## src/rtl/instr_fetch_pkg.sv

```systemverilog
// Shared definitions for the instruction feeder: instruction field layout
// (common with the bus processor), fetch state encoding and memory depth.
package instr_fetch_pkg;

  localparam int OP_MSB = 15;
  localparam int OP_LSB = 13;
  localparam int X_MSB  = 12;
  localparam int X_LSB  = 10;
  localparam int Y_MSB  = 9;
  localparam int Y_LSB  = 7;

  localparam logic [2:0] OP_MVI = 3'b001;

  typedef enum logic [1:0] {
    ST_IDLE  = 2'd0,
    ST_ISSUE = 2'd1,
    ST_EXEC  = 2'd2,
    ST_HALT  = 2'd3
  } fetch_state_e;

  function automatic int depth_of(input int addr_w);
    return 1 << addr_w;
  endfunction

  function automatic logic [2:0] op_of(input logic [15:0] word);
    return word[OP_MSB:OP_LSB];
  endfunction

endpackage

```

## src/rtl/instr_fetch_prog_mem.sv

```systemverilog
// Program store for the instruction feeder: one synchronous write port and
// two asynchronous read ports (current word and the word after it).
module instr_fetch_prog_mem
  import instr_fetch_pkg::*;
#(
  parameter int ADDR_W = 5
) (
  input  logic              Clock,
  input  logic              wr_en,
  input  logic [ADDR_W-1:0] wr_addr,
  input  logic [15:0]       wr_data,
  input  logic [ADDR_W-1:0] rd_addr_a,
  output logic [15:0]       rd_data_a,
  input  logic [ADDR_W-1:0] rd_addr_b,
  output logic [15:0]       rd_data_b
);

  localparam int DEPTH = depth_of(ADDR_W);

  // Contents survive reset so a loaded program can be rerun after an abort.
  logic [15:0] mem_q [DEPTH];

  always_ff @(posedge Clock) begin
    if (wr_en) mem_q[wr_addr] <= wr_data;
  end

  assign rd_data_a = mem_q[rd_addr_a];
  assign rd_data_b = mem_q[rd_addr_b];

endmodule

```

## src/rtl/instr_fetch.sv

```systemverilog
// Instruction feeder for the 16-bit bus processor: walks program memory, drives
// Run/DIN, consumes Done, and halts with a sticky error on a hung instruction.
module instr_fetch
  import instr_fetch_pkg::*;
#(
  parameter int ADDR_W = 5,
  parameter int WD_MAX = 3
) (
  input  logic              Clock,
  input  logic              Resetn,
  input  logic              start,
  input  logic              stop,
  input  logic              ld_en,
  input  logic [ADDR_W-1:0] ld_addr,
  input  logic [15:0]       ld_data,
  input  logic [ADDR_W-1:0] last_addr,
  input  logic              Done,
  output logic [15:0]       DIN,
  output logic              Run,
  output logic [ADDR_W-1:0] pc,
  output logic              busy,
  output logic              halted,
  output logic              err
);

  // state | meaning
  // IDLE  | out of reset, waiting for start
  // ISSUE | Run high, instruction word on DIN
  // EXEC  | waiting for Done; DIN carries the immediate for mvi
  // HALT  | finished, stopped or watchdog fired; may reload and restart

  localparam int WD_W = $clog2(WD_MAX + 1);

  fetch_state_e      state_q, state_d;
  logic [ADDR_W-1:0] pc_q, pc_d, pc_inc;
  logic              err_q, err_d;
  logic [WD_W-1:0]   wd_q, wd_d;
  logic [15:0]       word_cur, word_nxt;
  logic              is_mvi, last_hit, ld_ok;

  assign pc_inc = pc_q + ADDR_W'(1);
  assign ld_ok  = ld_en && (state_q == ST_IDLE || state_q == ST_HALT);

  instr_fetch_prog_mem #(.ADDR_W(ADDR_W)) u_prog_mem (
    .Clock     (Clock),
    .wr_en     (ld_ok),
    .wr_addr   (ld_addr),
    .wr_data   (ld_data),
    .rd_addr_a (pc_q),
    .rd_data_a (word_cur),
    .rd_addr_b (pc_inc),
    .rd_data_b (word_nxt)
  );

  // An mvi occupies two words, so it also ends the program when its immediate sits at last_addr.
  assign is_mvi   = (op_of(word_cur) == OP_MVI);
  assign last_hit = (pc_q == last_addr) || (is_mvi && (pc_inc == last_addr));

  always_comb begin
    state_d = state_q;
    pc_d    = pc_q;
    err_d   = err_q;
    wd_d    = wd_q;
    Run     = 1'b0;
    DIN     = '0;
    unique case (state_q)
      ST_IDLE, ST_HALT: begin
        if (start) begin
          state_d = ST_ISSUE;
          pc_d    = '0;
          err_d   = 1'b0;
        end
      end
      ST_ISSUE: begin
        Run     = 1'b1;
        DIN     = word_cur;
        wd_d    = '0;
        state_d = ST_EXEC;
      end
      ST_EXEC: begin
        DIN = is_mvi ? word_nxt : word_cur;
        if (Done) begin
          pc_d    = pc_q + (is_mvi ? ADDR_W'(2) : ADDR_W'(1));
          state_d = (stop || last_hit) ? ST_HALT : ST_ISSUE;
        end else if (wd_q == WD_W'(WD_MAX - 1)) begin
          err_d   = 1'b1;
          state_d = ST_HALT;
        end else begin
          wd_d = wd_q + WD_W'(1);
        end
      end
      default: state_d = ST_IDLE;
    endcase
  end

  always_ff @(posedge Clock or negedge Resetn) begin
    if (!Resetn) begin
      state_q <= ST_IDLE;
      pc_q    <= '0;
      err_q   <= 1'b0;
      wd_q    <= '0;
    end else begin
      state_q <= state_d;
      pc_q    <= pc_d;
      err_q   <= err_d;
      wd_q    <= wd_d;
    end
  end

  assign pc     = pc_q;
  assign err    = err_q;
  assign busy   = (state_q == ST_ISSUE) || (state_q == ST_EXEC);
  assign halted = (state_q == ST_HALT);

endmodule

```

## config.mk

```make
export PLATFORM = sky130hd
export DESIGN_NAME = instr_fetch
export DESIGN_NICKNAME = d
export VERILOG_FILES = /design/src/rtl/instr_fetch_pkg.sv /design/src/rtl/instr_fetch_prog_mem.sv /design/src/rtl/instr_fetch.sv
export SDC_FILE = /design/constraint.sdc
export NUM_CORES = 1
export LEC_CHECK = 0
export BUFFER_PORTS_ARGS = -buffer_cell sky130_fd_sc_hd__buf_2
export CAP_MARGIN = 20
export CORE_AREA = 2 2 272 274
export CTS_CLUSTER_SIZE = 10
export DETAILED_ROUTE_END_ITERATION = 8
export DIE_AREA = 0 0 274 276
export SLEW_MARGIN = 20
export SYNTH_ARGS = -nofsm -noshare
export SYNTH_HDL_FRONTEND = slang
export SYNTH_SLANG_ARGS = --single-unit
```

## constraint.sdc

```tcl
create_clock -name Clock -period 10.03 [get_ports Clock]
set_clock_uncertainty 0.05 [all_clocks]
set_input_delay 1.5045 -clock Clock [delete_from_list [all_inputs] [get_ports Clock]]
set_output_delay 1.5045 -clock Clock [all_outputs]
set_load 0.005 [all_outputs]
```

# == Word-level counts from Yosys, hierarchy flattened ==
# Memory sizes are Yosys's and may differ from the RTL's.
# Index checks and enable logic that the tools add are counted.
# op_classes
n_addsub,3
n_eq_ne,13
n_mux,21
n_reduce_logical,14
# op_table
operator,count
$pmux 16 s2,1
$mux 16,1
$mux 2,7
$eq 5x5->1,2
$mux 5,2
$ne 2x2->1 const B,5
$pmux 5 s2,1
$eq 2x2->1 const B,3
$mux 1,6
$pmux 2 s3,1
$reduce_and 3->1,2
$add 5x1->5 const B,1
$add 5x2->5,1
$logic_or 1x1->1,4
$pmux 2 s2,1
$reduce_and 4->1,1
$reduce_bool 2->1,2
$eq 3x1->1 const B,1
$ne 3x3->1 const B,1
$add 2x1->2 const B,1
$eq 2x1->1 const B,1
$logic_and 1x1->1,2
$logic_not 2->1,1
$pmux 1 s2,1
2 further kinds,2
# word_totals
ff_bits,10
mem_bits_rw,512
input_bits,32
out_inout_bits,25
wordCells,56
n_memories,1
# mem_list
memory,depth,width,rd,rd_ports_with_merged_regs,wr,line,rtl
u_prog_mem.mem_q,32,16,2,0,1,instr_fetch_prog_mem.sv:21,logic [15:0] mem_q [DEPTH];

# == Logic depth before layout (Yosys ltp) ==
# Gate-level depths: netlist of the first run.
# depth
word_depth,8
ltp_mapped,17
mapped_depth_nobuf,12

# == Cells and area by module ==
# Synthesis of the first run repeated with hierarchy kept, for this count alone.
# hier_totals
hier_cells,1839
area_unflattened_um2,26026.2
# modules_own_cells
module,instances,cells_per_inst,area_each_um2,seq_area_each_um2
instr_fetch_prog_mem,1,1696,24796.3,15374.7
instr_fetch,1,143,1229.9,250.2

# == Worst setup path before layout of the first run ==
# No wires, ideal clock.
# synth_timing
path_type,reg2out
start,register pc_q[1] (netlist: pc[1])
end,output port DIN[10]
arrival_time_ns,2.574
required_ns,8.476
slack_ns,5.901
stages_incl_launch_ff,10
path_buffers,3
cell_sequence,dfrtp_1 -> ha_1 -> buf_4 -> buf_4 -> buf_2 -> mux4_2 -> mux2i_1 -> o22ai_1 -> o21ai_0 -> o221ai_2
# synth_between
elab_chain_cells,4
elab_cells_between_ends,5
classes_between,add/sub (1); eq/ne (1); mux (2); memory (1)
# synth_lines
item,line,rtl
from (decl),instr_fetch.sv:35,"logic [ADDR_W-1:0] pc_q, pc_d, pc_inc;"
from (signal assigned),instr_fetch.sv:104,pc_q <= pc_d;
$add 5x1->5 or $mem_v2 32x16 (tied branches),--,
$mem_v2 32x16 *,--,
$mux 16,instr_fetch.sv:81,DIN = is_mvi ? word_nxt : word_cur;
$pmux 16 s2 *,instr_fetch.sv:66,unique case (state_q)
to (decl),instr_fetch.sv:18,"output logic [15:0] DIN,"
# Every way passes the cells marked *; elsewhere a longest branch is shown, timed or not.

# == Final worst setup path of the first run ==
# layout_timing
start,register pc_q[1] (netlist: pc[1])
end,output port DIN[3]
# Same word-level chain as after synthesis.

==> results of run 1 <==
[layout make-up]
| type | count | area [µm²] | area share, % |
|---|---|---|---|
| flip-flops and latches | 522 | 15600 | 55.3 |
| multi-input cells | 773 | 9120 | 32.2 |
| clock buffers | 71 | 1520 | 5.38 |
| well taps | 959 | 1200 | 4.24 |
| repair buffers | 107 | 688 | 2.43 |
| clock inverters | 8 | 97.6 | 0.345 |
| inverters | 8 | 30.0 | 0.106 |
[worst max-delay path, stage by stage, from the launching register on]
cell and delay [ps]:
dfrtp_4 1100, buf_4 800, mux4_2 590, nand2_1 80
nand2_1 80, o22ai_1 280, a221o_1 200, nand2_2 400
o221ai_1 810, buf_2 240
[cells in the final DEF, fill, tap and decap left out, types with 9 or more instances in the layout]
cell	netlist	layout
a21oi_1	12	12
a22oi_1	14	14
a32oi_1	34	34
buf_2	44	56
buf_4	15	49
clkbuf_1	27	12
clkbuf_16	0	59
edfxtp_1	512	512
mux2i_1	88	88
mux4_2	246	246
nand2_1	136	136
nand3_1	18	18
nor2_1	84	52
nor2_2	0	30
o21ai_0	9	9
o22ai_1	13	13
[report_power, final]
group / switching [µW] / internal, µW
clock: 834 / 1080
sequential: 57.2 / 2430
combinational: 785 / 676
total: 1680 / 4190
[per-stage QoR]
step | area, µm² | setup WS [ps]
after floorplan | 25200 | 5900
after global placement | 26700 | 3730
after detailed placement | 26700 | 3730
after CTS | 28300 | 3040
after global routing | 28300 | 2790
final | 28300 | 3200
[final timing paths]
check,startpoint,end
min in group asynchronous,Resetn,state_q[1]
max in group asynchronous,Resetn,pc[1]
hold reg to reg,wd_q[1],wd_q[1]
hold / removal,wd_q[1],wd_q[1]
setup reg to reg,pc[1],pc[4]
setup / recovery,pc[1],DIN[3]
[kinds of logic after synthesis]
| group | after synthesis | share of synthesized area, % |
|---|---|---|
| xor gates and xnor gates | 14 | 0.590 |
| buffers and inverters | 109 | 2.46 |
| muxes | 337 | 25.6 |
| adders and majority gates | 9 | 0.476 |
| and+or+nand+nor | 267 | 4.37 |
| DFF | 522 | 61.9 |
| AOI/OAI and AO/OA | 146 | 4.63 |
[registers in the layout, indices dropped and copies added (netlist names)]
| register | flops |
|---|---|
| pc | 5 |
| state_q | 2 |
| u_prog_mem.mem_q | 512 |
| wd_q | 2 |
| err | 1 |
[routing by layer]
layer  global-route usage [%]  up-vias  part of all wire, %
met2                     28.8      758                   46
met5                        0        -                    0
met4                     5.35        0                  2.5
met3                     4.67      117                  9.4
met1                     26.6     7844                   42
li1                         -     5990                    -
==> out/results.txt, run 1 <==
Result of the run: complete, no violations
Clock latency on the worst-skew pair: 630 ps
Vias: 14709
Clock Sinks: 522
Die Span Y: 276 µm
Total standard cell area after synthesis: 0.0252 mm²
Category of the critical setup timing path: reg2out
Count of buffers inserted at the top-level ports: 56
Top post-synthesis cells by area: edfxtp_1, mux4_2, mux2i_1
Warnings from Yosys: 0
Fmax: 146 MHz
Final period util: 68.1%
Cell with the most instances after synthesis: edfxtp_1
Share of layout cells above drive strength 1: 32.6%
Gate count after technology mapping: 1404
Leading area contributor after synthesis: edfxtp_1
Total routing usage reported by global routing: 18.8%
Clock buffers created by TritonCTS: 59
Antenna violations before repair: 0
Vias in the first global route: 14896
Die outline area: 0.0756 mm²
RSZ-0062 raised after global routing: no
Number of cells on the worst hold path: 2
Worst-case clock buffer depth: 3
Total core area: 0.0726 mm²
Avg Inst Size Synth: 18.0 µm²
Post-synth top flop: edfxtp_1
Setup repair bufs after CTS: 0
Period minus WS final: 6830 ps
DRC viols: 0
Wire length of the first global-routing pass: 104000 µm
Antenna cell count: 0
Initial core utilization: 34.8%
Critical path arrival: 5270 ps
Maximum number of pins on one net before global-route repair: 114
#FFs+latches synth: 522
Average vias per placed instance: 6.01
HPWL after DPL: 43100 µm
Max-slew headroom: 15.1%
Share of Yosys cell area claimed by the top area cell type: 60.9%
Utilization after layout: 39.0%
Final slew viol count: 0
Fraction of synthesis flops using an asynchronous set or reset pin: 1.92%
Hold violation total from the final report: 0
Clock transition at the registers of the reported paths: 50 ps
Length in cells of the worst reg-to-reg path: 13
Worst setup SP type: register
Die extent in x: 274 µm
H-tree depth reported by CTS: 2
Non-filler instance count after layout: 2448
Layout overhead on the synthesized area: 12.1%
Pre-antenna DRT Iters: 6
Least-Margin Pin Slew: 1270 ps
Seq/Total Area, Yosys: 61.9%
Number of max-cap violations: 0
Residual overflow from global routing: 0
Worst hold-check path type: reg2reg
Synthesized Nets: 1445
Crit path capture type: output port
Filler Cell Count: 6614
Flop2flop setup slack: 4920 ps
Placed instance count: 2369
Antenna violation net count after detailed routing: 0
Number of different library cells in the post-synthesis netlist: 61
Placer's final routability congestion estimate: 0.833
Number of nets in the final layout: 1512
Post-CTS Hold Fix Bufs: 0
Total negative setup slack: 0 ps
CTS root buffer: clkbuf_16
Violation count after the first detailed-routing iteration: 1988
Leakage dissipation: 0.00875 µW
Number of endpoints failing setup at the final stage: 0
Resized Gates After CTS: 0
Critical Path RT: 8480 ps
Number of enable-type register cells in the synthesized netlist: 512
Worst IR drop on VDD: 0.156 mV
Wire length after detailed routing: 71300 µm
P per Cell Area: 207 mW/mm²
Ports placed on the boundary: 57
Worst hold margin: 483 ps
Commonest cells post-synth: edfxtp_1, mux4_2, nand2_1, mux2i_1, nor2_1
Routed length per placed instance: 29.1 µm
Max Fanout on Critical Path: 63
Clock tree from TritonCTS: built
Number of standard-cell rows in the floorplan: 99
Tot Pwr: 5870 µW
(Power assumes the default switching activity.)
==> run 2, diff against run 1 <==
- clock period: 10.03 -> 7 ns (I/O delays scaled with it)
==> run 2 against run 1 <==
Compared with the run above: combinational power is 46% higher; final cell count decreased by 0.16%; sequential share of layout area is 0.071 points higher; via count is 0.76% lower; non-clock buffer count shrank 2; sequential power grew 43%; first-iteration DRC count fell by 14%; global-route usage decreased by 0.15 points; die area unchanged; highest routed layer unchanged; critical path depth did not move.
==> out/results.txt, run 2 (synthesis gave the netlist of run 1 again) <==
Result of the run: complete, no violations (unchanged)
Crit path capture type: output port (unchanged)
Grt met2 use: 29.0% (was 28.8%)
Total routing usage reported by global routing: 18.7% (was 18.8%)
H-tree depth reported by CTS: 2 (unchanged)
Clock Sinks: 522 (unchanged)
Die Span Y: 276 µm (unchanged)
Max-slew headroom: 24.0% (was 15.1%)
Multi-input combinational cell area: 0.00916 mm² (was 0.00912 mm²)
Flop2flop setup slack: 2060 ps (was 4920 ps)
FF+latch area: 0.0156 mm² (unchanged)
Category of the critical setup timing path: reg2out (unchanged)
Ports placed on the boundary: 57 (unchanged)
Routed length per placed instance: 29.3 µm (was 29.1 µm)
Share of layout cells above drive strength 1: 32.3% (was 32.6%)
Clock tree from TritonCTS: built (unchanged)
Number of standard-cell rows in the floorplan: 99 (unchanged)
Met1 capacity usage during global routing: 26.4% (was 26.6%)
Wire length after detailed routing: 71500 µm (was 71300 µm)
Violation count after the first detailed-routing iteration: 1700 (was 1988)
Antenna cell count: 0 (unchanged)
Count of buffers inserted at the top-level ports: 56 (unchanged)
Worst reg2reg path endpoint: pc[2] (was pc[4])
Final slew viol count: 0 (unchanged)
Critical Path RT: 5900 ps (was 8480 ps)
Met3 routing resource usage after global routing: 3.53% (was 4.67%)
Worst hold-check path type: in2async (was reg2reg)
Number of endpoints failing setup at the final stage: 0 (unchanged)
Clock transition at the registers of the reported paths: 60 ps (was 50 ps)
Most common library cell in the layout ignoring fill and taps: edfxtp_1 (unchanged)
Total negative setup slack: 0 ps (unchanged)
Critical path arrival: 4860 ps (was 5270 ps)
Maximum number of pins on one net before global-route repair: 146 (was 114)
Vias in the first global route: 14693 (was 14896)
Final period util: 85.1%
Length in cells of the worst reg-to-reg path: 13 (unchanged)
Clock buffers created by TritonCTS: 58 (was 59)
P per Cell Area: 296 mW/mm² (was 207 mW/mm²)
Worst-case clock buffer depth: 3 (unchanged)
Max Fanout on Critical Path: 54 (was 63)
Layout overhead on the synthesized area: 11.9% (was 12.1%)
Resized Gates After CTS: 0 (unchanged)
Residual overflow from global routing: 0 (unchanged)
Filler Cell Count: 6634 (was 6614)
Period minus WS final: 5960 ps
Initial core utilization: 34.8% (unchanged)
Leakage dissipation: 0.00871 µW (was 0.00875 µW)
Most crowded layer after global routing: met2 (unchanged)
Antenna violation net count after detailed routing: 0 (unchanged)
Post-CTS Hold Fix Bufs: 0 (unchanged)
Pre-antenna DRT Iters: 5 (was 6)
Fmax: 168 MHz
Total core area: 0.0726 mm² (unchanged)
Least-Margin Pin Slew: 1140 ps (was 1270 ps)
Hold violation total from the final report: 0 (unchanged)
RSZ-0062 raised after global routing: no (unchanged)
Most frequent cells in the layout: edfxtp_1, mux4_2, nand2_1, mux2i_1, clkbuf_16 (unchanged)
Die extent in x: 274 µm (unchanged)
DRC viols: 0 (unchanged)
Setup repair bufs after CTS: 0 (unchanged)
Largest register by flop count: u_prog_mem.mem_q (unchanged)
Vias: 14597 (was 14709)
Largest register FFs: 512 (unchanged)
Worst setup slack after placement: 1730 ps (was 3730 ps)
Reg2reg start: pc[1] (unchanged)
Average vias per placed instance: 5.97 (was 6.01)
Die outline area: 0.0756 mm² (unchanged)
CTS root buffer: clkbuf_16 (unchanged)
Antenna violations before repair: 1 (was 0)
HPWL after DPL: 42800 µm (was 43100 µm)
Placer's final routability congestion estimate: 0.811 (was 0.833)
Worst IR drop on VDD: 0.201 mV (was 0.156 mV)
Worst setup SP type: register (unchanged)
Number of nets in the final layout: 1509 (was 1512)
Number of max-cap violations: 0 (unchanged)
Wire length of the first global-routing pass: 103000 µm (was 104000 µm)
Slack of the critical path: 1040 ps (was 3200 ps)
Clock latency on the worst-skew pair: 620 ps (was 630 ps)
[run 2: cell types whose count changed in the layout (fill, tap and decap cells not counted), moves of 2 or more]
cell | previous run | this run
clkinv_1 | 3 | 1
nor2_4 | 2 | 6
nor2_2 | 30 | 26
buf_4 | 49 | 46
clkbuf_1 | 12 | 16
[run 2: metrics by stage]
| stage | util, % | instance area (µm²) | hold WS, ps | total power (µW) | cells |
|---|---|---|---|---|---|
| after floorplan | - | 25200 | 422 | 5170 | 1404 |
| after detailed placement | 36.8 | 26700 | 459 | 5760 | 2367 |
| after global placement | 36.8 | 26700 | 439 | 5750 | 2367 |
| after CTS | 38.9 | 28300 | 227 | 8430 | 2444 |
| final | 38.9 | 28300 | 249 | 8350 | 2444 |
| after global routing | 38.9 | 28300 | 245 | 8660 | 2444 |
[run 2: worst max path at each step]
stage / startpoint / to / slack, ps
after global routing: pc[1] / DIN[3] / 840
after detailed placement: pc[1] / DIN[3] / 1730
final: pc[1] / DIN[3] / 1040
after CTS: pc[1] / DIN[3] / 1050
after floorplan: pc[1] / DIN[10] / 3330
after global placement: pc[1] / DIN[3] / 1750
[run 2: report_power, final]
| group | internal, µW | total, µW | switching, µW |
|---|---|---|---|
| logic | 983 | 2130 | 1140 |
| clock network | 1490 | 2670 | 1180 |
| registers | 3490 | 3560 | 72.2 |
[run 2: layer usage]
layer | vias to the layer above | share of wire [%]
li1 | 6006 | -
met1 | 7760 | 42
met2 | 704 | 47
met3 | 127 | 8.1
met4 | 0 | 2.9
met5 | - | 0
[run 2: area by class of cell]
cell class	instances	share of cell area (%)
multi-input combinational	773	32.4
inverter	8	0.106
timing repair buffer	105	2.43
tap	959	4.25
sequential	522	55.3
clock inverter	3	0.142
clock buffer	74	5.35
[run 2: worst max-delay path, cell delays in order, from the launching register on]
cell and delay, ps:
dfrtp_4 840, buf_4 790, mux4_2 590, nand2_1 80, nand2_1 70, o22ai_1 300
a221o_1 210, nand2_2 380, o221ai_1 610, buf_2 220
==> run 3, diff against run 2 <==
- CORE_AREA: 2 2 272 274 -> 2 2 218 220
- DIE_AREA: 0 0 274 276 -> 0 0 220 222
- PLACE_DENSITY: unset -> 0.71
==> run 3 against run 2 <==
Compared with the run above: critical path depth is the same; cell area shrank 1.6%; final cell count fell by 15%; combinational power hardly changed; die area is 35% lower; clock-buffer cell count down 4; maximum frequency increased by 4.1%; sequential share of layout area up 0.92 points; via count increased by 0.60%; critical path type unchanged; largest power group unchanged.
==> out/results.txt, run 3 (synthesis gave the netlist of run 1 again) <==
Relative contribution of sequential cells to total power: 42.5% (was 42.6%)
Net switching power: 2370 µW (was 2400 µW)
Wire length of the first global-routing pass: 97000 µm (was 103000 µm)
Slack of the critical path: 1270 ps (was 1040 ps)
Hold violation total from the final report: 0 (unchanged)
Fmax: 175 MHz (was 168 MHz)
Utilization after layout: 60.1% (was 38.9%)
Final slew viol count: 0 (unchanged)
Total negative setup slack: 0 ps (unchanged)
Switch share: 28.5% (was 28.7%)
Routed length per placed instance: 31.4 µm (was 29.3 µm)
CTS root buffer: clkbuf_16 (unchanged)
Placed Area: 0.0262 mm² (was 0.0267 mm²)
Die outline area: 0.0488 mm² (was 0.0756 mm²)
Clock tree from TritonCTS: built (unchanged)
Count of buffers inserted at the top-level ports: 56 (unchanged)
Number of max-cap violations: 0 (unchanged)
Result of the run: complete, no violations (unchanged)
Total routing usage reported by global routing: 27.5% (was 18.7%)
Post-CTS Hold Fix Bufs: 0 (unchanged)
Most frequent cells in the layout: edfxtp_1, mux4_2, nand2_1, mux2i_1, clkbuf_16 (unchanged)
Worst hold-check path type: in2async (unchanged)
P per Cell Area: 299 mW/mm² (was 296 mW/mm²)
Clock transition at the registers of the reported paths: 60 ps (about the same)
Logic gate share of total power: 25.6% (was 25.4%)
Critical path arrival: 4630 ps (was 4860 ps)
Clock buffers created by TritonCTS: 58 (unchanged)
Crit path capture type: output port (unchanged)
Number of nets in the final layout: 1506 (was 1509)
Die Span Y: 222 µm (was 276 µm)
Antenna violation net count after detailed routing: 0 (unchanged)
Most common library cell in the layout ignoring fill and taps: edfxtp_1 (unchanged)
Leakage dissipation: 0.00870 µW (was 0.00871 µW)
Number of endpoints failing setup at the final stage: 0 (unchanged)
Average vias per placed instance: 7.04 (was 5.97)
Residual overflow from global routing: 0 (unchanged)
Setup repair bufs after CTS: 0 (unchanged)
Antenna violations before repair: 0 (was 1)
Total core area: 0.0463 mm² (was 0.0726 mm²)
Worst setup slack after placement: 2050 ps (was 1730 ps)
Antenna cell count: 0 (unchanged)
Largest register by flop count: u_prog_mem.mem_q (unchanged)
Die extent in x: 220 µm (was 274 µm)
Resized Gates After CTS: 0 (unchanged)
P_int: 5950 µW (was 5960 µW)
Max-slew headroom: 14.5% (was 24.0%)
Vias in the first global route: 14769 (was 14693)
Critical Path RT: 5900 ps (about the same)
RSZ-0062 raised after global routing: no (unchanged)
Worst hold margin: 250 ps (was 249 ps)
Clock share of power: 31.9% (about the same)
Summed area of non-filler cells in the final layout: 0.0278 mm² (was 0.0283 mm²)
Period minus WS final: 5730 ps (was 5960 ps)
H-tree depth reported by CTS: 2 (unchanged)
Placer's final routability congestion estimate: 0.826 (was 0.811)
Ports placed on the boundary: 57 (unchanged)
Pre-antenna DRT Iters: 7 (was 5)
Violation count after the first detailed-routing iteration: 1919 (was 1700)
Clock latency on the worst-skew pair: 620 ps (about the same)
Filler Cell Count: 3340 (was 6634)
Wire length after detailed routing: 65400 µm (was 71500 µm)
DRC viols: 0 (unchanged)
Worst-case clock buffer depth: 3 (unchanged)
Vias: 14685 (was 14597)
Final period util: 81.8% (was 85.1%)
HPWL after DPL: 39100 µm (was 42800 µm)
Share of layout cells above drive strength 1: 32.3% (about the same)
Worst setup SP type: register (unchanged)
Layout overhead on the synthesized area: 10.1% (was 11.9%)
Maximum number of pins on one net before global-route repair: 153 (was 146)
Initial core utilization: 54.6% (was 34.8%)
Largest register FFs: 512 (unchanged)
Category of the critical setup timing path: reg2out (unchanged)
Max Fanout on Critical Path: 142 (was 54)
Worst IR drop on VDD: 0.212 mV (was 0.201 mV)
Clock Sinks: 522 (unchanged)
Number of standard-cell rows in the floorplan: 79 (was 99)
Least-Margin Pin Slew: 1280 ps (was 1140 ps)
run 3: layout make-up:
type / count / area [µm²] / area share (%)
flip-flops and latches: 522 / 15600 / 56.3
multi-input cells: 773 / 9140 / 32.9
clock buffers: 70 / 1500 / 5.38
well taps: 607 / 759 / 2.73
repair buffers: 102 / 671 / 2.41
clock inverters: 4 / 63.8 / 0.230
inverters: 8 / 30.0 / 0.108
run 3: critical path, cell delays in order, from the launching register on:
cell and delay (ps):
dfrtp_4 850, buf_12 760, inv_1 340, nand2_1 130
nand2_1 100, o22ai_1 270, a221o_1 210, nand2_2 410
o221ai_1 660, buf_2 220
run 3: per-stage QoR:
stage                     power (µW)  cells
after global placement          5700   2010
after floorplan                 5170   1404
final                           8320   2086
after global routing            8610   2086
after detailed placement        5720   2011
after CTS                       8350   2085
run 3: power groups by stage:
stage               Sequential [µW]  Combinational, µW  Clock (µW)
finish                         3530               2130        2650
floorplan                      3570               1600           0
global placement               3590               2100           0
global route                   3540               2280        2790
CTS                            3530               2140        2680
detailed placement             3600               2130           0
run 3: worst paths after layout:
check | startpoint | endpoint | slack, ps | cells past startpoint
min reg2reg | wd_q[1] | wd_q[1] | 460 | 2
max | pc[0] | DIN[3] | 1270 | 9
min | Resetn | wd_q[0] | 250 | 1
min in group Clock | wd_q[1] | wd_q[1] | 460 | 2
max reg2reg | pc[0] | pc[4] | 2370 | 13
max in group asynchronous | Resetn | pc[0] | 6400 | 1
run 3: routing by layer:
layer	track usage [%]	vias to the layer above	wire length, µm
met5	0	-	0
met3	6.01	131	6190
met4	9.61	0	2200
met1	38.7	7735	25500
met2	43.0	846	31500
li1	-	5973	-
